[src/rtl/audio_volume_mixer_pkg.sv]
// Shared types for the stereo volume/crossfeed stage: the four-factor volume
// word, FSM encoding and the shift/saturate helper.
package audio_volume_mixer_pkg;

   // Mix factors, 8-bit unsigned each, 0x80 = unity. l2l sits in the low byte.
   typedef struct packed {
      logic [7:0] r2r;
      logic [7:0] l2r;
      logic [7:0] r2l;
      logic [7:0] l2l;
   } linear_volume_s;

   localparam bit [7:0] VOLUME_UNITY = 8'h80;

   typedef enum logic [2:0] {
      IDLE = 3'd0,
      M_LL = 3'd1,
      M_RL = 3'd2,
      M_LR = 3'd3,
      M_RR = 3'd4,
      OUT  = 3'd5
   } mix_state_e;

   // Drop the 7 fractional factor bits (floor) and clamp to the 16-bit range.
   function automatic logic signed [15:0] sat_shift(input logic signed [25:0] acc);
      logic signed [25:0] sh;
      sh = acc >>> 7;
      if (sh > 26'sd32767)
         return 16'sh7fff;
      else if (sh < -26'sd32768)
         return 16'sh8000;
      else
         return sh[15:0];
   endfunction

endpackage

[src/rtl/audio_volume_mixer_ramp.sv]
// Effective-factor ramp: four 8-bit registers that each step by one toward
// the requested volume on every accepted input pair. Used only when
// AUDIO_VOLUME_RAMP_EN is defined; removes zipper noise on volume changes.
module audio_volume_ramp
   import audio_volume_mixer_pkg::*;
(
   input  logic           clk,
   input  logic           reset,
   input  linear_volume_s target,
   input  logic           step,
   output linear_volume_s factor
);

   function automatic logic [7:0] toward(input logic [7:0] cur, input logic [7:0] tgt);
      if (cur < tgt)
         return cur + 8'd1;
      else if (cur > tgt)
         return cur - 8'd1;
      else
         return cur;
   endfunction

   // Step every factor once per accepted pair; reset returns to straight unity.
   always_ff @(posedge clk) begin
      if (reset) begin
         factor.l2l <= VOLUME_UNITY;
         factor.r2r <= VOLUME_UNITY;
         factor.l2r <= 8'h00;
         factor.r2l <= 8'h00;
      end else if (step) begin
         factor.l2l <= toward(factor.l2l, target.l2l);
         factor.r2l <= toward(factor.r2l, target.r2l);
         factor.l2r <= toward(factor.l2r, target.l2r);
         factor.r2r <= toward(factor.r2r, target.r2r);
      end
   end

endmodule

[src/rtl/audio_volume_mixer.sv]
// Stereo volume/crossfeed stage. One shared 17x9 multiplier is stepped over
// the four products L*l2l, R*r2l, L*l2r, R*r2r; results are scaled by 1/128
// and saturated to 16 bits. Optional factor ramp: AUDIO_VOLUME_RAMP_EN.
module audio_volume_mixer
   import audio_volume_mixer_pkg::*;
(
   input  logic                clk,
   input  logic                reset,
   input  linear_volume_s      volume,
   input  logic                in_valid,
   output logic                in_ready,
   input  logic signed [15:0]  in_left,
   input  logic signed [15:0]  in_right,
   output logic                out_valid,
   input  logic                out_ready,
   output logic signed [15:0]  out_left,
   output logic signed [15:0]  out_right
);

   mix_state_e         state, state_nxt;
   linear_volume_s     eff_vol;
   linear_volume_s     fac;
   logic signed [15:0] smp_l, smp_r;
   logic signed [25:0] acc_l, acc_r;
   logic signed [25:0] prod_ext, sum_r;
   logic signed [24:0] mul_a, mul_b, prod;
   logic signed [15:0] mul_smp;
   logic [7:0]         mul_fac;
   logic               in_hs;

   assign in_hs = in_valid & in_ready;

`ifdef AUDIO_VOLUME_RAMP_EN
   // Ramped factors; the pre-step value is what the accepted pair uses.
   audio_volume_ramp u_ramp (
      .clk    (clk),
      .reset  (reset),
      .target (volume),
      .step   (in_hs),
      .factor (eff_vol)
   );
`else
   assign eff_vol = volume;
`endif

   // State register.
   always_ff @(posedge clk) begin
      if (reset)
         state <= IDLE;
      else
         state <= state_nxt;
   end

   // Next-state: four multiply steps, then hold OUT until the consumer takes it.
   always_comb begin
      state_nxt = state;
      case (state)
         IDLE:    if (in_valid) state_nxt = M_LL;
         M_LL:    state_nxt = M_RL;
         M_RL:    state_nxt = M_LR;
         M_LR:    state_nxt = M_RR;
         M_RR:    state_nxt = OUT;
         OUT:     if (out_ready) state_nxt = IDLE;
         default: state_nxt = IDLE;
      endcase
   end

   // Handshake outputs decode directly from state.
   always_comb begin
      in_ready  = (state == IDLE);
      out_valid = (state == OUT);
   end

   // Multiplier operand select for the current product.
   always_comb begin
      mul_smp = '0;
      mul_fac = '0;
      case (state)
         M_LL:    begin mul_smp = smp_l; mul_fac = fac.l2l; end
         M_RL:    begin mul_smp = smp_r; mul_fac = fac.r2l; end
         M_LR:    begin mul_smp = smp_l; mul_fac = fac.l2r; end
         M_RR:    begin mul_smp = smp_r; mul_fac = fac.r2r; end
         default: ;
      endcase
   end

   // Signed sample times zero-extended factor; the 25-bit result never overflows.
   always_comb begin
      mul_a    = {{9{mul_smp[15]}}, mul_smp};
      mul_b    = {17'd0, mul_fac};
      prod     = mul_a * mul_b;
      prod_ext = {prod[24], prod};
      sum_r    = acc_r + prod_ext;
   end

   // Datapath: capture on handshake, accumulate per step, load outputs leaving M_RR.
   always_ff @(posedge clk) begin
      if (reset) begin
         smp_l     <= '0;
         smp_r     <= '0;
         fac       <= '0;
         acc_l     <= '0;
         acc_r     <= '0;
         out_left  <= '0;
         out_right <= '0;
      end else begin
         case (state)
            IDLE: if (in_valid) begin
               smp_l <= in_left;
               smp_r <= in_right;
               fac   <= eff_vol;
               acc_l <= '0;
               acc_r <= '0;
            end
            M_LL: acc_l <= prod_ext;
            M_RL: acc_l <= acc_l + prod_ext;
            M_LR: acc_r <= prod_ext;
            M_RR: begin
               acc_r     <= sum_r;
               out_left  <= sat_shift(acc_l);
               out_right <= sat_shift(sum_r);
            end
            default: ;
         endcase
      end
   end

endmodule

[config.mk]
export PLATFORM = sky130hd
export DESIGN_NAME = audio_volume_mixer
export DESIGN_NICKNAME = d
export VERILOG_FILES = /design/src/rtl/audio_volume_mixer_pkg.sv /design/src/rtl/audio_volume_mixer_ramp.sv /design/src/rtl/audio_volume_mixer.sv
export SDC_FILE = /design/constraint.sdc
export NUM_CORES = 1
export LEC_CHECK = 0
export BUFFER_PORTS_ARGS = -buffer_cell sky130_fd_sc_hd__buf_2
export CAP_MARGIN = 15
export CORE_MARGIN = 2
export CORE_UTILIZATION = 51
export DETAILED_ROUTE_END_ITERATION = 7
export PLACE_DENSITY = 0.79
export SYNTH_ARGS = -nofsm -noshare
export SYNTH_HDL_FRONTEND = slang
export SYNTH_SLANG_ARGS = --single-unit
[constraint.sdc]
create_clock -name clk -period 16.5 [get_ports clk]
set_input_delay 2.475 -clock clk [delete_from_list [all_inputs] [get_ports clk]]
set_output_delay 2.475 -clock clk [all_outputs]
set_load 0.02 [all_outputs]
==> results.md <==
- Resized cells post-CTS: 0
- Dominant cells by area after synthesis: dfxtp_1 23%, fa_1 16%, ha_1 9.7%, nand2_1 7.4%, a21oi_1 5.9%
- Fmax: around 100 MHz
- Rel. slew slack: 27.6%
- DR vias/cell: about 5.8
- Post-synth ARST share: 0%
- Clk_skew: 0.0139 ns
- P_int: 655 µW
- Synth Warn #: 0
- Hold Crit Start: out_left[10]
- Period utilisation layout: 60.0%
- Most frequent cells in the layout: 255 x nand2_1, 181 x inv_1, 170 x nor2_1, 153 x a21oi_1, 151 x dfxtp_1
- Initial DRC count: 897
- Cell count of the worst hold path: 2
- Place WS: 6.85 ns
- Reg-to-Reg End: out_right[10]
- Cell Pwr Density: 67.6 nW/µm²
- Post-synth top area share: 23.3%
- GR Overflow Total: 0
- Pre-antenna DRT Iters: 6
- Syn nets: around 1.9k
- Post-Synthesis Cell Area: 13,000 µm²
- Unrepaired setup endpoints after global routing: false
- Die height: 164 µm
- CP endpoint kind: flip-flop
- Vias in the first global route: 11.5k
- GRT Util Overall: 25.3%
- Nets: 1,960
- FF-to-FF path depth: 29
- Layout Cells excl Fill: between 2k and 2.5k
- Final hold violations: 0
- Hold crit path type: reg -> reg
- Sum Neg Setup Slack: 0 ns
- CTS sink count: 151
- Post-DRT Antenna Nets: 0
- Fin crit period: 9.89 ns
- Library cells used by synthesis: 69
- Fillcell total: between 2k and 2.5k
- CP Launch Type: flip-flop
- Area Overhead vs Synth: 10.4%
- #FFs+latches synth: 151
- Cts hold-fix bufs: 0
- Status: finished, final reports clean
- Pins Over Slew Limit: 0
- Reg2reg setup slack: 6.61 ns
- Core area: 25,100 µm²
- Crit path arrival time: 10.16 ns
- Combinational power share: 19.2%
- Sw frac: 32.4%
- Final HPWL DP: 25,300 µm
- FP Rows: 58
- Chip width: between 150 and 200 µm
- Num CTS Buffers: 17
- Register area share after synthesis: 23.3%
- RR Startpoint: state[1]
- Predominant post-synthesis flop cell: dfxtp_1
- WS Path Type: reg -> reg
- Clock-pin slew on the worst setup and hold paths: roughly 0.070 ns
- Synthesized area per cell: approximately 8 µm²
- Worst-path maximum fanout: 30
- Placer Congestion: 0.924
- Syn Inst Count: 1,626
- First-pass GRT wire length: 54,900 µm
- Post-Layout Inst Area: 14,300 µm²
- Switching Power: 314 µW
- Dpl cells: between 1.5k and 2k
- Fin worst setup slack: about 6.6 ns
- H-tree depth: 4
- Worst Hold End: out_left[10]
- Via count: 11.7k
- Root buffer cell: clkbuf_16
- Worst path required time: around 17 ns
- Initial Util: 51.7%
- TritonCTS clock tree: built
- Slowest stage delay, CP: slightly below 0.8 ns
- Flop pwr share: 41.6%
- Post-synth EDFFs: 0
- Most common cell after layout, fill and taps aside: nand2_1
- Slowest CP cell: a22oi_1
- # Post-CTS Setup Buffers: 0
- Layout cell share with drive strength beyond 1: slightly above 10%
- Finish-stage setup viols: 0
- Antenna violations before repair: 0
- # IOs: 102
- Worst-margin pin slew: 1.08 ns
- Cell Area, Placed: 13,800 µm²
- MaxCap Viol Count: 0
- Largest net degree at the start of global routing: 90
- Max clock buf depth: 2
- Ant diodes: 0
- Full die area: 26,800 µm²
- Routed wire per std cell: approximately 16 µm
- Routed wire length: 33,300 µm
- Clock power share: 39.3%
- Dominant cell type by area after synthesis: dfxtp_1
- Clk_lat worst skew: 0.44 ns
- Leak Pwr: approximately 0.0067 µW
- Number of remaining DRC errors: 0
- Worst vdd ir: approximately 0.06 mV
- Port bufs: roughly 100
-- layer usage --
| metal | global-route usage, % | wire [µm] | vias to the layer above | part of all wire, % |
|---|---|---|---|---|
| met5 | 0 | 0 | - | 0 |
| met4 | 8.89 | 895 | 0 | 2.7 |
| met3 | 4.19 | 2190 | 62 | 6.6 |
| met2 | 42.3 | 15600 | 416 | 47 |
| met1 | 33.1 | 14600 | 5519 | 44 |
| li1 | - | - | 5697 | - |
-- synthesized netlist by cell type, types with 3 or more instances --
cell,number
ha_1,101
o31ai_1,4
a21oi_1,153
or2_2,4
nor2b_1,9
inv_1,181
a221oi_1,10
dfxtp_1,151
nand2b_1,11
buf_1,7
nor3_1,14
and3_1,4
a31o_2,6
a211oi_1,7
or3_1,9
o21a_1,18
a221o_1,5
a31oi_1,10
o211ai_1,6
nor2_1,170
o21bai_1,6
nand2_1,256
nand4_1,5
o22ai_1,14
nand3_1,17
fa_1,104
o32ai_1,8
a222oi_1,32
o2111ai_1,3
clkbuf_1,68
and2_1,6
a22o_1,21
o21ai_0,49
xnor2_1,34
xor2_1,19
a21o_1,31
a22oi_1,29
-- stage by stage --
step	hold slack [ns]	utilization, %	total power (µW)
2_1_floorplan	0.436	-	538
3_3_place_gp	0.437	54.9	587
3_5_place_dp	0.445	54.9	593
4_1_cts	0.453	57.1	968
5_1_grt	0.471	57.1	1010
6_report	0.447	57.1	970
-- worst max-delay path, delay by kind of cell, from the launching register on --
family          cells  cell delay (ns)
compound gates      9             3.20
fa+ha+maj           6             2.86
simple gates        8             1.95
flops               1             0.61
xor+xnor            1             0.55
buf+inv             5             0.53
-- cell families after synthesis --
family                   Yosys count  synth area share, %
XOR/XNOR                          57                 4.17
flip-flops                       151                 23.3
AND/OR/NAND/NOR                  515                 16.4
adder cells (fa/ha/maj)          205                 25.8
buffers and inverters            260                 7.59
multiplexers                       1               0.0770
AO/OA/AOI/OAI                    437                 22.7
-- final cells by class --
class                      count  area [µm²]  share of cell area, %
tap                          330         413                   2.88
inverter                     182         683                   4.76
clock inverter                13         123                  0.855
clock buffer                  19         443                   3.09
multi-input combinational   1215        9000                   62.8
timing repair buffer         120         651                   4.54
sequential                   151        3020                   21.1
-- worst max-delay path by stage --
stage          startpoint            end  slack, ns  depth (start not counted)
2_1_floorplan    state[2]   out_right[2]       8.51                         31
5_1_grt          state[1]   out_right[6]       5.95                         27
3_5_place_dp     state[1]   out_right[8]       6.85                         29
3_3_place_gp     state[1]  out_right[14]       7.15                         29
4_1_cts          state[1]   out_right[8]       6.76                         29
6_report         state[1]  out_right[10]       6.61                         29
-- sequential cells by signal, summed over array words and instances, names as in the netlist --
signal,count
fac,32
acc_r,26
smp_r,16
out_left,16
smp_l,16
state,3
acc_l,26
out_right,16
-- power by group through the flow --
stage / clock network (µW) / registers [µW] / logic [µW]
finish: 381 / 403 / 186
global route: 401 / 405 / 205
CTS: 381 / 403 / 184
detailed placement: 0 / 411 / 182
global placement: 0 / 410 / 178
floorplan: 0 / 406 / 132
(Power assumes the default switching activity.)
